<file path="src/rtl/extrema_pkg.sv">
// Shared types and constants for the frame extrema tracker and its comparators.
package extrema_pkg;

    localparam int unsigned DATA_W    = 8;
    localparam int unsigned CNT_W_DEF = 8;

    typedef enum logic [1:0] {
        ST_IDLE = 2'd0,
        ST_ACC  = 2'd1,
        ST_HOLD = 2'd2
    } state_t;

    // Cascade seeds: with equal operands the comparator reports "equal".
    localparam logic CASC_LIN = 1'b0;
    localparam logic CASC_EIN = 1'b1;
    localparam logic CASC_GIN = 1'b0;

    typedef struct packed {
        logic [DATA_W-1:0] max;
        logic [DATA_W-1:0] min;
    } extrema_t;

endpackage

</file>
<file path="src/rtl/eight_bit_comparator.sv">
// Unsigned 8-bit magnitude comparator with cascade inputs for the equal case.
module eight_bit_comparator
    import extrema_pkg::*;
(
    input  logic [DATA_W-1:0] a,
    input  logic [DATA_W-1:0] b,
    input  logic              lin,
    input  logic              ein,
    input  logic              gin,
    output logic              lt_c,
    output logic              eq_c,
    output logic              gt_c
);

    always_comb begin
        lt_c = 1'b0;
        eq_c = 1'b0;
        gt_c = 1'b0;
        if (a > b) begin
            gt_c = 1'b1;
        end else if (a < b) begin
            lt_c = 1'b1;
        end else begin
            lt_c = lin;
            eq_c = ein;
            gt_c = gin;
        end
    end

endmodule

</file>
<file path="src/rtl/frame_extrema_tracker.sv">
// Streams 8-bit samples and reports per-frame max, min, first-max index and beat count.
module frame_extrema_tracker
    import extrema_pkg::*;
#(
    parameter int unsigned CNT_W = CNT_W_DEF
) (
    input  logic              clk,
    input  logic              rst_n,
    input  logic              in_valid,
    output logic              in_ready,
    input  logic [DATA_W-1:0] in_data,
    input  logic              in_last,
    output logic              out_valid,
    input  logic              out_ready,
    output logic [DATA_W-1:0] out_max,
    output logic [DATA_W-1:0] out_min,
    output logic [CNT_W-1:0]  out_max_idx,
    output logic [CNT_W-1:0]  out_count,
    output logic              out_ovf
);

    localparam logic [CNT_W-1:0] CNT_SAT = '1;

    state_t           state_q, state_d;
    extrema_t         ext_q, ext_d;
    logic [CNT_W-1:0] idx_q, idx_d;
    logic [CNT_W-1:0] count_q, count_d;
    logic             ovf_q, ovf_d;
    logic             valid_q, valid_d;

    logic accept_c;
    logic max_lt_c, max_eq_c, max_gt_c;
    logic min_lt_c, min_eq_c, min_gt_c;
    logic unused_cmp_c;

    assign in_ready = rst_n && (state_q != ST_HOLD);
    assign accept_c = in_valid && in_ready;

    eight_bit_comparator u_cmp_max (
        .a    (in_data),
        .b    (ext_q.max),
        .lin  (CASC_LIN),
        .ein  (CASC_EIN),
        .gin  (CASC_GIN),
        .lt_c (max_lt_c),
        .eq_c (max_eq_c),
        .gt_c (max_gt_c)
    );

    eight_bit_comparator u_cmp_min (
        .a    (in_data),
        .b    (ext_q.min),
        .lin  (CASC_LIN),
        .ein  (CASC_EIN),
        .gin  (CASC_GIN),
        .lt_c (min_lt_c),
        .eq_c (min_eq_c),
        .gt_c (min_gt_c)
    );

    // Only strict greater/less matter; ties keep the earlier value and index.
    assign unused_cmp_c = ^{max_lt_c, max_eq_c, min_eq_c, min_gt_c};

    always_ff @(posedge clk) begin
        if (!rst_n) begin
            state_q <= ST_IDLE;
            ext_q   <= '0;
            idx_q   <= '0;
            count_q <= '0;
            ovf_q   <= 1'b0;
            valid_q <= 1'b0;
        end else begin
            state_q <= state_d;
            ext_q   <= ext_d;
            idx_q   <= idx_d;
            count_q <= count_d;
            ovf_q   <= ovf_d;
            valid_q <= valid_d;
        end
    end

    always_comb begin
        state_d = state_q;
        ext_d   = ext_q;
        idx_d   = idx_q;
        count_d = count_q;
        ovf_d   = ovf_q;
        valid_d = valid_q;

        case (state_q)
            ST_IDLE: begin
                if (accept_c) begin
                    ext_d.max = in_data;
                    ext_d.min = in_data;
                    idx_d     = '0;
                    count_d   = CNT_W'(1);
                    ovf_d     = 1'b0;
                    state_d   = in_last ? ST_HOLD : ST_ACC;
                    valid_d   = in_last;
                end
            end
            ST_ACC: begin
                if (accept_c) begin
                    // count_q equals this beat's index until saturation pins it.
                    if (max_gt_c) begin
                        ext_d.max = in_data;
                        idx_d     = count_q;
                    end
                    if (min_lt_c) begin
                        ext_d.min = in_data;
                    end
                    if (count_q == CNT_SAT) begin
                        ovf_d = 1'b1;
                    end else begin
                        count_d = count_q + CNT_W'(1);
                    end
                    if (in_last) begin
                        state_d = ST_HOLD;
                        valid_d = 1'b1;
                    end
                end
            end
            ST_HOLD: begin
                if (out_ready) begin
                    state_d = ST_IDLE;
                    valid_d = 1'b0;
                end
            end
            default: begin
                state_d = ST_IDLE;
                valid_d = 1'b0;
            end
        endcase
    end

    assign out_valid   = valid_q;
    assign out_max     = ext_q.max;
    assign out_min     = ext_q.min;
    assign out_max_idx = idx_q;
    assign out_count   = count_q;
    assign out_ovf     = ovf_q;

endmodule
</file>
<file path="config.mk">
export PLATFORM = sky130hd
export DESIGN_NAME = frame_extrema_tracker
export DESIGN_NICKNAME = d
export VERILOG_FILES = /design/src/rtl/extrema_pkg.sv /design/src/rtl/eight_bit_comparator.sv /design/src/rtl/frame_extrema_tracker.sv
export SDC_FILE = /design/constraint.sdc
export NUM_CORES = 1
export LEC_CHECK = 0
export CAP_MARGIN = 0
export CORE_UTILIZATION = 48
export DETAILED_ROUTE_END_ITERATION = 7
export PLACE_DENSITY = 0.76
export REMOVE_ABC_BUFFERS = 1
export SLEW_MARGIN = 5
export SYNTH_ARGS = -nofsm -noshare
export SYNTH_HDL_FRONTEND = slang
export SYNTH_SLANG_ARGS = --single-unit
</file>
<file path="constraint.sdc">
create_clock -name clk -period 2.6 [get_ports clk]
set_input_delay 0.78 -clock clk [delete_from_list [all_inputs] [get_ports clk]]
set_output_delay 0.78 -clock clk [all_outputs]
set_load 0.01 [all_outputs]
</file>
==> summary.txt, run 1 <==
Outcome: complete, no violations
CTS tree: yes
Final hold viol count: 0
Vias in the first global route: 1,510
Fillers: 312
RSZ-0062 raised after global routing: false
Critical path origin: in_data[7]
Die H: 64.24 um
DP HPWL: 2977 um
CTS Buf Count: 5
CTS Sinks: 35
Clock transition at path regs: 0.07 ns
Top cells by count, synth: nand2_1, dfxtp_1, mux2i_1
Clock Skew: 0.006788 ns
Layout cells sized above 1: 9.665%
Worst path required time: 2.83 ns
Hold Slack: 0.4647 ns
Worst R2R Setup Slack: 0.59 ns
Routability cong.: 0.8435
Pleak: 1.016 nW
Switching Share: 26.39%
GRT Util Overall: 21.20%
Rel. slew slack: 67.76%
Cell with the most instances after synthesis: nand2_1
Max-slew violations: 0
Sequential cell area: 700.7 sq um
Post-synthesis sequential area ratio: 37.69%
Period minus WS final: 2.511 ns
Sequential fraction of design power: 49.4%
# Max-Cap Violations: 0
Rows: 22
Die Wd: 64.24 um
Net Switching: 306.6 uW
Post-CTS Hold Buffers: 0
Clk network pwr share: 32.6%
RR Startpoint: out_min[7]
Crit path kind: in2reg
Cell variety after synth: 37
Iteration count of the initial detailed-routing pass: 4
Setup TNS: 0 ns
# diodes: 0
Die ar.: 4126 sq um
Routed WL: 3950 um
Worst slack at placement: -0.2116 ns
Internal power: 855.5 uW
Crit-path max FO: 4
Initial Util: 50.41%
Hold path startpoint: out_max_idx[2]
Ys async rst share: 0%
Hold path endpoint: out_max_idx[2]
DRC Markers: 0
Largest cells by area after synthesis: dfxtp_1, mux2i_1, ha_1, nand2_1, inv_1
Mean Syn Cell Area: 8.939 sq um
WL per Instance: 12.46 um
Final setup vio count: 0
ANT nets after route: 0
Finished Layout Cells: 317
Via Count: 1,631
Yosys Warn Count: 0
Global route total overflow: 0
Area of the multi-input gates: 1049 sq um
Initial drt markers: 108
Cell taking the most area after synthesis: dfxtp_1
Core Box Area: 3689 sq um
Placed cells: 309
Pwr Density: 458.7 nW/um^2
Ys flop type: dfxtp_1
CTS Buffer Depth: 2
Post-synth top area share: 37.69%
Port buffer count: 47
Smallest setup slack after layout: 0.08935 ns
Hold Path Depth: 2
Seq cells post-synth: 35
Min-Delay Path Class: reg2reg
Global-route wire length before repair: 6706 um
Area grow syn2layout: 36.27%
Peak supply drop: 0.0003396 V
Final worst path period share: 96.56%
Logic pwr share: 18.0%
Crit. End Element: register
Clock root buffer: clkbuf_8
Clock latency on the worst-skew pair: 0.29 ns
R2R depth: 8
Synth Cell Area: 1859 sq um
Worst Tran Pin Value: 0.4804 ns
Max Freq: 398.3 MHz
CP arrival: 2.74 ns
Largest net degree at the start of global routing: 37
Post-Syn Instances: 208
Layout Nets: 297
EDFF count, synth: 0
# IOs: 48
Initial antenna violation count: 0
H-tree Lvls: 2
Reg2reg end: out_min[3]
Vias/cell: 5.145
Launching element type of the critical path: primary input
cell families (layout without fill, tap and decap cells):
group / Yosys count / in the layout / share of synthesized area [%]
AOI/OAI and AO/OA: 22 / 22 / 8.344
xor gates and xnor gates: 6 / 6 / 2.826
adders and majority gates: 16 / 16 / 10.77
buffers and inverters: 24 / 85 / 5.922
DFF: 35 / 35 / 37.68
muxes: 25 / 25 / 13.46
and+or+nand+nor: 80 / 80 / 21.00
state kept, by name (all words and copies together), names as in the netlist:
register and count:
out_count 8, out_max 8, out_max_idx 8, out_min 8, state_q 2, out_ovf 1
cell type report:
| type | count | area share [%] |
|---|---|---|
| Multi-Input combinational cell | 149 | 41.38 |
| Sequential cell | 35 | 27.65 |
| Timing Repair Buffer | 60 | 22.86 |
| Clock buffer | 7 | 3.012 |
| Inverter | 17 | 2.519 |
| Tap cell | 48 | 2.370 |
| Clock inverter | 1 | 0.1975 |
worst max path at each step:
stage / slack, ns / end
after floorplan: 0.26 / out_min[0]
after global placement: -0.16 / in_ready
after CTS: 0.08 / out_min[3]
after global routing: 0.009 / out_min[0]
final: 0.09 / out_min[3]
after detailed placement: -0.21 / out_min[3]
power groups by stage:
stage | logic, mW | clock network, mW | registers [mW]
4_1_cts | 0.211 | 0.390 | 0.574
3_3_place_gp | 0.208 | 0 | 0.586
3_5_place_dp | 0.211 | 0 | 0.586
5_1_grt | 0.231 | 0.418 | 0.577
2_1_floorplan | 0.0953 | 0 | 0.590
6_report | 0.210 | 0.378 | 0.574
metal layers:
layer	up-vias	GRT usage (%)	part of all wire, %
met5	-	0	0
met2	38	37.37	48
met1	762	24.65	46
met4	0	7.500	1.4
met3	7	5.357	4.5
li1	824	-	-
cell usage in the layout (no fill, tap or decap), drive strengths merged, types with 3 or more instances in the layout:
cell type	n
nand2	45
nor4	4
nand4	3
mux2i	25
nor2	11
buf	13
xnor2	6
nor3	3
nand2b	3
a21oi	6
nand3	4
clkdlybuf4s50	46
ha	16
o21ai	6
inv	17
dfxtp	35
clkbuf	7
critical path: stages:
cell	delay (ns)
clkdlybuf4s50_1	0.50
ha_1	0.25
and3_4	0.19
a221o_1	0.34
a21oi_1	0.15
o21a_1	0.19
buf_4	0.16
mux2i_1	0.18
repair_timing:
action,CTS,global route
gates resized for setup,1,0
setup buffers,0,0
setup endpoints to repair,1,2
pin swaps,0,1
through the flow:
step                      utilization [%]  cell area [sq um]  power, mW
after floorplan                         -               1813     0.6848
after global placement              66.52               2454     0.7936
after detailed placement            66.52               2454     0.7969
after CTS                           68.69               2534      1.175
after global routing                68.69               2534      1.226
final                               68.69               2534      1.162
(Power assumes the default switching activity.)
==> inputs of run 2 (changes only) <==
--- a/config.mk
+++ b/config.mk
@@ -5,10 +5,11 @@
 export SDC_FILE = /design/constraint.sdc
 export NUM_CORES = 1
 export LEC_CHECK = 0
+export ABC_AREA = 1
 export CAP_MARGIN = 0
-export CORE_UTILIZATION = 48
+export CORE_UTILIZATION = 50
 export DETAILED_ROUTE_END_ITERATION = 7
-export PLACE_DENSITY = 0.76
+export PLACE_DENSITY = 0.77
 export REMOVE_ABC_BUFFERS = 1
 export SLEW_MARGIN = 5
 export SYNTH_ARGS = -nofsm -noshare
==> run 2 against run 1 <==
  * Critical path depth decreased by 4
  * Cell count increased by 26%
  * Critical path type is now in2out
  * Sequential power increased by 2%
  * Worst setup slack improved by 0.047 ns
  * Die area increased by 4.3%
==> summary.txt, run 2 <==
Die H: 65.59 um (+2.1%)
Max Freq: 405.9 MHz (+1.9%)
Yosys Warn Count: 0 (unchanged)
Post-synth top area share: 34.65% (-3.0 points)
Largest cells by area after synthesis: dfxtp_1, nand2_1, ha_1, a21oi_1, nand3_1
Hold Path Depth: 2 (unchanged)
Outcome: complete, no violations
Routed WL: 4440 um (+12%)
Fillers: 341 (+9.3%)
Commonest cells after routing, fill and taps aside: nand2_1, clkdlybuf4s50_1, inv_1
Mean Syn Cell Area: 6.740 sq um (-25%)
Clock Skew: 0.005803 ns (-0.0009850 ns)
Worst slack at placement: -0.1405 ns (+0.07109 ns)
Synth Cell Area: 2022 sq um (+8.7%)
Worst R2R Setup Slack: 0.87 ns (+0.28 ns)
Port buffer count: 47 (unchanged)
Smallest setup slack after layout: 0.1360 ns (+0.04669 ns)
Pleak: 1.138 nW (+12%)
Largest family of logic cells by synthesized area: simple AND/OR/NAND/NOR gates
Global route total overflow: 0 (unchanged)
Mux cell area share after synthesis: 0% (-13 points)
Routability cong.: 0.8026 (-4.8%)
Ys async rst share: 0% (unchanged)
Post-synthesis sequential area ratio: 34.65% (-3.0 points)
EDFF count, synth: 0 (unchanged)
Layout cells sized above 1: 8.000% (-1.7 points)
Peak supply drop: 0.0003833 V (+13%)
RR Startpoint: out_max[5]
Design area: 2686 sq um (+6.0%)
Largest net degree at the start of global routing: 36 (-2.7%)
Dpl cell area: 2570 sq um (+4.7%)
Compound-Gate Fraction of Synth Area: 11.45% (+3.1 points)
R2R depth: 11 (+3)
Hold path endpoint: out_max_idx[7]
GRT Util Overall: 22.09% (+0.89 points)
Min-Delay Path Class: reg2reg
Placed cells: 390 (+26%)
Post-CTS Hold Buffers: 0 (unchanged)
Final worst path period share: 94.77% (-1.8 points)
Setup TNS: 0 ns (unchanged)
Launching element type of the critical path: primary input
Iteration count of the initial detailed-routing pass: 4 (unchanged)
Worst path required time: 1.82 ns (-1.01 ns)
Post-CTS Resized: 1 (unchanged)
ANT nets after route: 0 (unchanged)
Layout Nets: 378 (+27%)
Die ar.: 4302 sq um (+4.3%)
Rows: 22 (unchanged)
Core Box Area: 3771 sq um (+2.2%)
# IOs: 48 (unchanged)
Commonest non-fill, non-tap cell in the layout: nand2_1
Final setup vio count: 0 (unchanged)
Crit-path max FO: 2 (-2)
Period minus WS final: 2.464 ns (-0.04669 ns)
CP arrival: 1.68 ns (-1.06 ns)
Global-route wire length before repair: 7286 um (+8.6%)
Synth Area in XOR/XNOR: 0.4332% (-2.4 points)
Vias in the first global route: 1,733 (+15%)
Net Switching: 370.4 uW (+21%)
# Post-CTS Setup Buffers: 0 (unchanged)
Vias/cell: 4.945 (-3.9%)
Cell with the most instances after synthesis: nand2_1
H-tree Lvls: 2 (unchanged)
Final hold viol count: 0 (unchanged)
Initial antenna violation count: 0 (unchanged)
Hold path startpoint: out_max_idx[7]
Rel. slew slack: 72.13% (+4.4 points)
Reg2reg end: out_max[3]
Clock transition at path regs: 0.07 ns (about the same)
Switching Share: 26.71% (+0.32 points)
CTS Buffer Depth: 2 (unchanged)
Logic pwr share: 20.5% (+2.5 points)
DP HPWL: 3107 um (+4.4%)
CTS tree: yes
Internal power: 1.016 mW (+19%)
Area grow syn2layout: 32.86%
Initial drt markers: 54 (-50%)
DRC Markers: 0 (unchanged)
WL per Instance: 11.16 um (-10%)
# Max-Cap Violations: 0 (unchanged)
# diodes: 0 (unchanged)
Clock latency on the worst-skew pair: 0.29 ns (about the same)
CTS Sinks: 35 (unchanged)
Finished Layout Cells: 398 (+26%)
Top cells by count, synth: nand2_1, inv_1, a21oi_1
Cell variety after synth: 27 (-27%)
Clk network pwr share: 37.2% (+4.6 points)
Crit path kind: in2out
Pwr Density: 516.2 nW/um^2 (+13%)
Clock root buffer: clkbuf_8
Post-Syn Instances: 300 (+44%)
Die Wd: 65.59 um (+2.1%)
Cell taking the most area after synthesis: dfxtp_1
Ys flop type: dfxtp_1
Max-slew violations: 0 (unchanged)
RSZ-0062 raised after global routing: false
Worst Tran Pin Value: 0.4181 ns (-0.06237 ns)
Via Count: 1,968 (+21%)
Adder-Cell Fraction of Synth Area: 9.901% (-0.87 points)
Initial Util: 53.62% (+3.2 points)
Crit. End Element: output port
Sequential fraction of design power: 42.3% (-7.1 points)
CTS Buf Count: 5 (unchanged)
Seq cells post-synth: 35 (unchanged)
Post-Synth Simple-Gate Area: 32.80% (+12 points)
run 2: worst max-delay path, cell delays in order:
cell and delay, ns:
clkdlybuf4s50_1 0.48, inv_1 0.05, a21oi_1 0.10, dlygate4sd2_1 0.27
run 2: cell type report:
type,instances,area [sq um],area share (%)
multi-input cells,212,1104,41.08
repair buffers,55,554.3,20.63
flip-flops and latches,35,700.7,26.08
well taps,48,60.06,2.236
clock buffers,6,82.58,3.074
inverters,40,150.1,5.589
clock inverters,2,35.03,1.304
run 2: cells by family after synthesis:
logic type,count (synthesis)
xor gates and xnor gates,1
adders and majority gates,16
buffers and inverters,53
and+or+nand+nor,151
DFF,35
AOI/OAI and AO/OA,44
run 2: metrics by stage:
step / utilization [%] / hold slack (ns) / total power [mW]
2_1_floorplan: - / 0.5053 / 0.7535
3_3_place_gp: 68.15 / 0.4664 / 0.8775
3_5_place_dp: 68.15 / 0.4708 / 0.8831
4_1_cts: 71.23 / 0.4886 / 1.399
5_1_grt: 71.23 / 0.5200 / 1.459
6_report: 71.23 / 0.4846 / 1.387
run 2: power by group through the flow:
stage	registers, mW	logic (mW)	clock network [mW]
after floorplan	0.610	0.144	0
after global placement	0.598	0.279	0
after detailed placement	0.599	0.284	0
after CTS	0.587	0.286	0.526
after global routing	0.591	0.321	0.548
final	0.586	0.284	0.516
run 2: worst max-delay path by stage:
stage / from / to / slack, ns / depth (start not counted)
final: rst_n / in_ready / 0.14 / 4
after global routing: rst_n / in_ready / 0.06 / 4
after CTS: rst_n / in_ready / 0.13 / 4
after detailed placement: rst_n / in_ready / -0.14 / 4
after global placement: rst_n / in_ready / -0.13 / 4
after floorplan: in_data[7] / out_max[0] / 0.36 / 10
run 2: routing by layer:
layer | part of all wire, % | vias up | global-route usage [%] | wire, um
met5 | 0 | - | 0 | 0
met4 | 1.6 | 0 | 8.424 | 72
met3 | 3.9 | 9 | 6.250 | 173
met2 | 47 | 36 | 38.66 | 2106
met1 | 47 | 870 | 25.16 | 2088
li1 | - | 1053 | - | -
==> inputs of run 3 (changes only) <==
==> constraint.sdc (replaced) <==
create_clock -name clk -period 2.6 [get_ports clk]
set_input_delay 0.78 -clock clk [delete_from_list [all_inputs] [get_ports clk]]
set_output_delay 0.78 -clock clk [all_outputs]
set_load 0.005 [all_outputs]
==> run 3 against run 2 <==
  * Non-clock buffer count unchanged
  * Clock skew down 0.0022 ns
  * First-iteration DRC count up 48%
  * Power down 11%
  * Worst setup slack better by 0.045 ns
  * Utilization down 0.96 points
  * Sequential power about the same
  * Fmax up 1.8%
  * Global-route usage down 1.3 points
  * Sequential share of layout area up 0.36 points
  * Critical path depth unchanged
  * Via count down 0.81%
==> summary.txt, run 3 (synthesis gave the netlist of run 2 again) <==
# IOs: 48 (unchanged)
Launching element type of the critical path: primary input
Crit. End Element: output port
Outcome: complete, no violations
Die Wd: 65.59 um (unchanged)
Design area: 2650 sq um (-1.4%)
Pwr Density: 467.2 nW/um^2 (-9.5%)
DRC Markers: 0 (unchanged)
ANT nets after route: 0 (unchanged)
Final worst path period share: 93.05% (-1.7 points)
H-tree Lvls: 2 (unchanged)
Commonest non-fill, non-tap cell in the layout: nand2_1
Iteration count of the initial detailed-routing pass: 4 (unchanged)
CTS tree: yes
Initial drt markers: 80 (+48%)
Routability cong.: 0.7883 (-1.8%)
Port buffer count: 47 (unchanged)
DP HPWL: 2998 um (-3.5%)
Vias/cell: 4.905 (-0.81%)
Worst Tran Pin Value: 0.3825 ns (-0.03553 ns)
Largest net degree at the start of global routing: 39 (+8.3%)
Min-Delay Path Class: reg2reg
Dpl cell area: 2570 sq um (unchanged)
Max-slew violations: 0 (unchanged)
Design Power: 1.238 mW (-11%)
Clock transition at path regs: 0.07 ns (about the same)
Final hold viol count: 0 (unchanged)
Commonest cells after routing, fill and taps aside: nand2_1, clkdlybuf4s50_1, inv_1
Layout cells sized above 1: 7.429% (-0.57 points)
Crit path kind: in2out
Vias in the first global route: 1,649 (-4.8%)
Global route total overflow: 0 (unchanged)
RSZ-0062 raised after global routing: false
Rows: 22 (unchanged)
Clock Skew: 0.003580 ns (-0.002223 ns)
Area grow syn2layout: 31.06%
Rel. slew slack: 74.50% (+2.4 points)
Die ar.: 4302 sq um (unchanged)
# Max-Cap Violations: 0 (unchanged)
Clock latency on the worst-skew pair: 0.28 ns (about the same)
Max Freq: 413.3 MHz (+1.8%)
CTS Buffer Depth: 2 (unchanged)
# diodes: 0 (unchanged)
Layout Nets: 378 (unchanged)
Post-CTS Hold Buffers: 0 (unchanged)
Initial antenna violation count: 0 (unchanged)
Crit-path max FO: 2 (unchanged)
CTS Buf Count: 5 (unchanged)
Die H: 65.59 um (unchanged)
Final setup vio count: 0 (unchanged)
Clock root buffer: clkbuf_8
Post-CTS Resized: 1 (unchanged)
Peak supply drop: 0.0003949 V (+3.0%)
CP arrival: 1.64 ns (-0.04 ns)
Pleak: 1.119 nW (-1.7%)
Routed WL: 4167 um (-6.1%)
Via Count: 1,952 (-0.81%)
WL per Instance: 10.47 um (-6.1%)
Initial Util: 53.62% (unchanged)
Global-route wire length before repair: 6982 um (-4.2%)
GRT Util Overall: 20.81% (-1.3 points)
Worst path required time: 1.82 ns (about the same)
Period minus WS final: 2.419 ns (-0.04465 ns)
# Post-CTS Setup Buffers: 0 (unchanged)
CTS Sinks: 35 (unchanged)
Core Box Area: 3771 sq um (unchanged)
run 3: cell types whose count changed in the layout (fill, tap and decap cells not counted), sizes merged:
cell | previous run | this run
bufinv | 1 | 0
clkbuf | 6 | 7
run 3: path summary, 6_finish.rpt:
| check | slack (ns) | depth (start not counted) | from | to |
|---|---|---|---|---|
| worst max-delay path | 0.18 | 4 | rst_n | in_ready |
| worst min-delay path | 0.48 | 2 | out_max_idx[2] | out_max_idx[2] |
| worst max register to register | 0.92 | 11 | out_max[5] | out_max_idx[0] |
| worst min register to register | 0.48 | 2 | out_max_idx[2] | out_max_idx[2] |
run 3: critical path, stage by stage:
cell,delay (ns)
clkdlybuf4s50_1,0.47
inv_1,0.05
a21oi_1,0.09
dlygate4sd2_1,0.24
run 3: power breakdown:
part | total [mW] | switching [mW] | internal (mW)
Combinational | 0.270 | 0.130 | 0.140
Clock | 0.382 | 0.194 | 0.188
Sequential | 0.586 | 0.0209 | 0.565
run 3: layout make-up:
| type | instances | area (sq um) |
|---|---|---|
| clock buffer | 7 | 76.32 |
| fill | 337 | 1121 |
| inverter | 40 | 150.1 |
| sequential | 35 | 700.7 |
| clock inverter | 1 | 5.005 |
| timing repair buffer | 55 | 554.3 |
| tap | 48 | 60.06 |
| multi-input combinational | 212 | 1104 |
run 3: metrics by stage:
stage | util (%) | worst slack, ns | std cells | hold slack, ns | TNS (ns)
final | 70.27 | 0.1807 | 398 | 0.4801 | 0
after global placement | 68.15 | -0.09432 | 390 | 0.4658 | -0.09432
after CTS | 70.27 | 0.1685 | 398 | 0.4847 | 0
after global routing | 70.27 | 0.1254 | 398 | 0.5191 | 0
after detailed placement | 68.15 | -0.1079 | 390 | 0.4662 | -0.1079
after floorplan | - | 0.3551 | 287 | 0.4751 | 0
run 3: per-layer routing:
layer / vias up / part of all wire (%) / GRT usage (%)
met4: 0 / 0.96 / 5.707
met5: - / 0 / 0
met1: 869 / 49 / 26.15
li1: 1046 / - / -
met3: 6 / 3.4 / 4.688
met2: 31 / 46 / 35.44
==> RTL change 1 (config.mk and constraints of run 1) <==
Reset style: asynchronous (`rst_n`), changed in one clocked block.
--- a/src/rtl/frame_extrema_tracker.sv
+++ b/src/rtl/frame_extrema_tracker.sv
@@ -62,5 +62,5 @@
     assign unused_cmp_c = ^{max_lt_c, max_eq_c, min_eq_c, min_gt_c};
 
-    always_ff @(posedge clk) begin
+    always_ff @(posedge clk or negedge rst_n) begin
         if (!rst_n) begin
             state_q <= ST_IDLE;
Check against the original RTL: differs if rst_n is asserted again (counterexample within 4 cycles, from zero or initial values and one cycle with rst_n low); with rst_n held inactive, the same outputs for 10 cycles.
==> RTL change 1 against run 1 <==
Die area is 3.9% higher; sequential share of layout area up 3.4 points; sequential cell count unchanged; worst setup slack got worse by 0.056 ns; final area grew 11%; non-clock buffer count rose by 9; hold slack got worse by 0.0073 ns; synthesized area increased by 4.0%; routed wire length rose by 16%; synthesized cell count fell by 15%; critical endpoint is now out_min[2]$_DFFE_PN0P_; largest cell class unchanged.
Power is not compared: it rests on default switching activity, and its combinational part moved more than twofold at a synthesized area within 25%.
==> RTL change 1: results (changes against run 1) <==
The violation count after the first detailed-routing iteration is 70 (-35%). The later pin in the worst-skew pair is clocked with a latency of 0.28 ns. The total of clock buffers placed in the layout was 6 (-1). The count of plain and timing-repair buffers in the layout came out at 69 (+15%). The count of cells resized by post-cts repair is 11 (+10). The number of placed cells counting well taps was 289 (-6.5%). The layout cell share with drive strength beyond 1 came out at 24.8% (+15 points). The share of final layout cell area taken by non-clock buffers came out at 23.2% (+0.32 points).

The average detailed-routed wire length per instance came out at 15.4 µm (+23%). The total length of routed wires came out at 4.58 mm (+16%). The global routing usage on met2 came out at 41.2% (+3.9 points). The routing usage on met3 came out at 5.03% (-0.32 points). The run finished with clean final reports.

The global-route wire length before repair came out at 7.49 mm (+12%). The largest net degree at the start of global routing is 25 (-32%). The worst hold-check path type is input pin to asynchronous set/reset pin. The length of routed wiring on met1 is 1.91 mm (+5.5%). The half-perimeter wire length after detailed placement is 3.42 mm (+15%). The number of global-route vias before repair is 1626 (+7.7%). In this run the critical register-to-register path is launched from out_min[1]$_DFFE_PN0P_. The root buffer cell chosen for the clock tree is clkbuf_8. The fraction of standard cell area in multi-input logic is 36.5% (-4.9 points). The synthesized netlist cell count came out at 176 (-15%).

Counting instances in the post-synthesis netlist gives the leading cell types as 35 x dfrtp_1, 22 x inv_1, 20 x mux2_2. The total length of routed met3 wires is 240 µm (+35%). The dominant delay contributor by cell family on the critical path is buffers and inverters.

The sequential share of cell area came out at 31.1% (+3.4 points). The setup fix buffers added after clock tree synthesis is 1 (+1). The portion of the post-synthesis area used by sequential elements is 45.3% (+7.6 points). The overall track demand over capacity in global routing is 23.8% (+2.6 points). The clock period minus final worst setup slack is 2.57 ns (+0.0560 ns). The largest incremental delay on the critical path is 0.43 ns (-0.07 ns). The worst-case register-to-register setup slack came out at 0.44 ns (-0.15 ns).

The post-route clock skew is 0.00565 ns (-0.00114 ns). The power dissipated by switching net loads is approximately 0.86 mW. The non-clock inverter count in the final layout was 22 (+5). The number of combinational gates with multiple inputs is 116 (-22%). Sorting the synthesized cells by area gives the leading types as dfrtp_1 45%, mux2_2 12%, ha_1 10%. The final weighted congestion in routability-driven placement came out at 0.840 (-0.45%). The filler cell count in the final layout came out at 256 (-18%). The count of nets after finishing came out at 278 (-6.4%). The count of H-tree levels built during CTS came out at 2 (unchanged). The worst register-to-register path ends at out_min[2]$_DFFE_PN0P_. The met1 layer usage reported by global route came to 28.3% (+3.7 points). The most critical setup path has its startpoint at in_data[6]. The transition time at the pin with the least slew margin came out at 0.373 ns (-0.107 ns). The minimum setup slack after placement came out at -0.439 ns (-0.228 ns). The worst-case reg-to-reg path depth came out at 7 (-1).

The average vias per placed instance was 5.42 (+5.3%). The end-of-flow core utilization came out at 74.7% (+6.0 points). The met2 wirelength from detailed routing is 2.32 mm (+22%). The portion of the layout cell area used by clock cells is 4.17% (+0.96 points). The number of buffers on the longest clock path is 2 (unchanged). The count of different cell masters after synthesis is 36 (-2.7%). The placed standard-cell area is 0.00260 mm² (+5.9%). The share of synthesized flip-flops with an asynchronous set or reset is 100% (+100 points).
-- RTL change 1: cell types whose count changed in the layout (fill, tap and decap cells not counted), sizes merged, moves of 4 or more --
cell and change:
inv +5, buf +10, dlymetal6s2s +4, clkdlybuf4s50 -6, dfrtp +35, nor4 -4
dfxtp -35, mux2i -19, mux2 +20, nand2 -36
-- RTL change 1: how the worst min path moves through the flow --
stage,to,slack (ns),cells past startpoint
2_1_floorplan,out_count[0]$_DFFE_PN0P_,0.48,0
3_3_place_gp,out_max_idx[6]$_DFFE_PN0P_,0.50,1
3_5_place_dp,out_max_idx[6]$_DFFE_PN0P_,0.50,1
4_1_cts,out_min[6]$_DFFE_PN0P_,0.46,2
5_1_grt,out_max[4]$_DFFE_PN0P_,0.47,2
6_report,out_min[6]$_DFFE_PN0P_,0.46,2
-- RTL change 1: logic make-up after synthesis --
group	synth area share [%]
muxes	14.8
adders and majority gates	10.4
DFF	45.3
buffers and inverters	5.24
AOI/OAI and AO/OA	8.48
and+or+nand+nor	13.6
xor gates and xnor gates	2.27
==> RTL change 2 (config.mk and constraints of run 1) <==
Made on the original files. `DATA_W`: 8 -> 10.
--- a/src/rtl/extrema_pkg.sv
+++ b/src/rtl/extrema_pkg.sv
@@ -2,5 +2,5 @@
 package extrema_pkg;
 
-    localparam int unsigned DATA_W    = 8;
+    localparam int unsigned DATA_W    = 10;
     localparam int unsigned CNT_W_DEF = 8;
 
Ports: changed (resized in_data, out_max and out_min); port bits go from 48 to 54. The function was not compared with the original's and may differ.
==> RTL change 2 against run 1 <==
Sequential cell count increased by 4; routed wire length rose by 23%; final area grew 11%; synthesized area up 12%; die area is 11% higher; via count is 12% higher; clock power rose by 6.1%; power up 11%; worst setup slack improved by 0.012 ns; utilization is 0.17 points higher; largest power group unchanged.
==> RTL change 2: results (changes against run 1) <==
The run finished with clean final reports. The startpoint identified for the worst register-to-register timing path is out_max[9]$_SDFFE_PN0P_. The total length of routed wires is 4.86 mm (+23%).

The clock latency reported for the late side of the worst-skew pair is 0.28 ns. The count of yosys warnings during synthesis is 0 (unchanged). The half-perimeter wire length after detailed placement came out at 3.53 mm (+19%). The average vias per placed instance came out at 5.13 (-0.31%). The critical path starts at in_data[9]. The final weighted congestion in routability-driven placement came out at 0.868 (+2.9%).

The total inserted antenna cells is 0 (unchanged). The post-route clock skew is 0.00570 ns (-0.00109 ns). The data arrival time at the worst-slack endpoint was 2.71 ns (-0.03 ns). The number of buffers on the longest clock path came to 2 (unchanged).

The register clock-pin slew on the reported worst setup and hold paths came to 0.07 ns (about the same). The transition time at the pin with the least slew margin is 0.513 ns (+0.0330 ns). By count the netlist is led by 54 x nand2_1, 39 x dfxtp_1, 28 x mux2i_1. In this run the most critical hold path is launched from out_max_idx[6]$_SDFFE_PN0P_. Sorting the synthesized cells by area gives the leading types as dfxtp_1 38%, mux2i_1 14%, ha_1 12%. The minimum setup slack after placement is -0.233 ns (-0.0212 ns). The worst-case reg-to-reg path depth came out at 7 (-1). The number of antenna violations at the first check in global routing is 0 (unchanged). In the synthesized netlist the dominant register cell turns out to be dfxtp_1. The hold-critical path depth came out at 2 (unchanged). CTS placed an instance of clkbuf_8 at the clock tree root. The fraction of power spent switching nets is 27.6% (+1.3 points).

The number of iterations in the first detailed-routing pass is 4 (unchanged). The portion of the post-synthesis area used by sequential elements came out at 37.6% (-0.072 points). The worst vdd rail ir drop is 0.262 mV (-23%). The global-route wire length before repair was 7.78 mm (+16%). The setup fix buffers added after clock tree synthesis came out at 0 (unchanged). The count of nets after finishing is 340 (+14%). The highest net fanout along the worst path was 7 (+3). The count of H-tree levels built during CTS is 2 (unchanged).

The largest net degree at the start of global routing came out at 40 (+8.1%). The number of global-route vias before repair was 1700 (+13%). The number of clock buffers inserted by TritonCTS came out at 5 (unchanged). The overall track demand over capacity in global routing is 22.5% (+1.3 points). The share of synthesized flip-flops with an asynchronous set or reset was 0% (unchanged). The violation count after the first detailed-routing iteration was 102 (-5.6%). The count of different cell masters after synthesis came out at 34 (-8.1%). The synthesized area divided by synthesized cell count is 8.65 µm² (-3.2%). The number of placed cells counting well taps is 348 (+13%). The layout cell share with drive strength beyond 1 was 7.84% (-1.8 points).

The worst hold-check path type is flop to flop. The average detailed-routed wire length per instance came out at 13.6 µm (+9.5%). The leakage power figure is 1.07 nW (+5.4%).

The count of buffers inserted at the top-level ports is 53 (+13%).
-- RTL change 2: routing by layer --
layer,vias to the layer above,GRT usage (%),wire [µm]
met2,55,36.4,2180
li1,940,-,-
met1,827,30.3,2420
met3,4,3.55,207
met4,0,7.18,48
met5,-,0,0
-- RTL change 2: power by group through the flow --
stage / sequential [mW] / combinational (mW) / clock [mW]
floorplan: 0.658 / 0.110 / 0
global placement: 0.651 / 0.239 / 0
detailed placement: 0.651 / 0.245 / 0
CTS: 0.637 / 0.248 / 0.407
global route: 0.640 / 0.275 / 0.431
finish: 0.637 / 0.252 / 0.401
-- RTL change 2: area by class of cell --
cell class / count / area, µm²
clock buffer: 6 / 72.6
fill: 352 / 1270
inverter: 24 / 92.6
sequential: 39 / 781
timing repair buffer: 66 / 643
clock inverter: 2 / 12.5
tap: 50 / 62.6
multi-input combinational: 169 / 1150
-- RTL change 2: worst paths after layout --
path,endpoint,slack (ns)
setup reg to reg,out_max[7]$_SDFFE_PN0P_,0.65
hold / removal,out_max_idx[6]$_SDFFE_PN0P_,0.46
hold reg to reg,out_max_idx[6]$_SDFFE_PN0P_,0.46
setup / recovery,out_min[6]$_SDFFE_PN0P_,0.10
-- RTL change 2: through the flow --
step           total power, mW  TNS, ns  area [µm²]  hold slack [ns]
2_1_floorplan            0.768        0        2010            0.479
3_3_place_gp             0.890    -3.40        2710            0.443
3_5_place_dp             0.895    -4.76        2710            0.452
4_1_cts                   1.29        0        2800            0.463
5_1_grt                   1.35        0        2810            0.487
6_report                  1.29        0        2810            0.460
-- RTL change 2: critical path, cell delays in order --
cell and delay (ns):
clkdlybuf4s50_1 0.45, buf_4 0.16, ha_1 0.33, a21oi_1 0.16, o21ai_1 0.08, a21o_1 0.16
a41oi_2 0.19, buf_6 0.19, mux2i_1 0.20
-- RTL change 2: what timing repair did --
item | in CTS | in global routing
gates cloned | 0 | 0
hold buffers | 0 | 0
pin swaps | 0 | 0
gates resized for setup | 1 | 3
setup endpoints to repair | 1 | 8
-- RTL change 2: logic make-up (layout without fill, tap and decap cells) --
| kind of cell | count (synthesis) | count (layout) | share of synthesized area [%] |
|---|---|---|---|
| XOR/XNOR | 6 | 6 | 2.53 |
| flip-flops | 39 | 39 | 37.6 |
| multiplexers | 28 | 28 | 13.5 |
| AO/OA/AOI/OAI | 27 | 27 | 8.56 |
| adder cells (fa/ha/maj) | 20 | 20 | 12.1 |
| buffers and inverters | 32 | 98 | 7.59 |
| AND/OR/NAND/NOR | 88 | 88 | 18.1 |
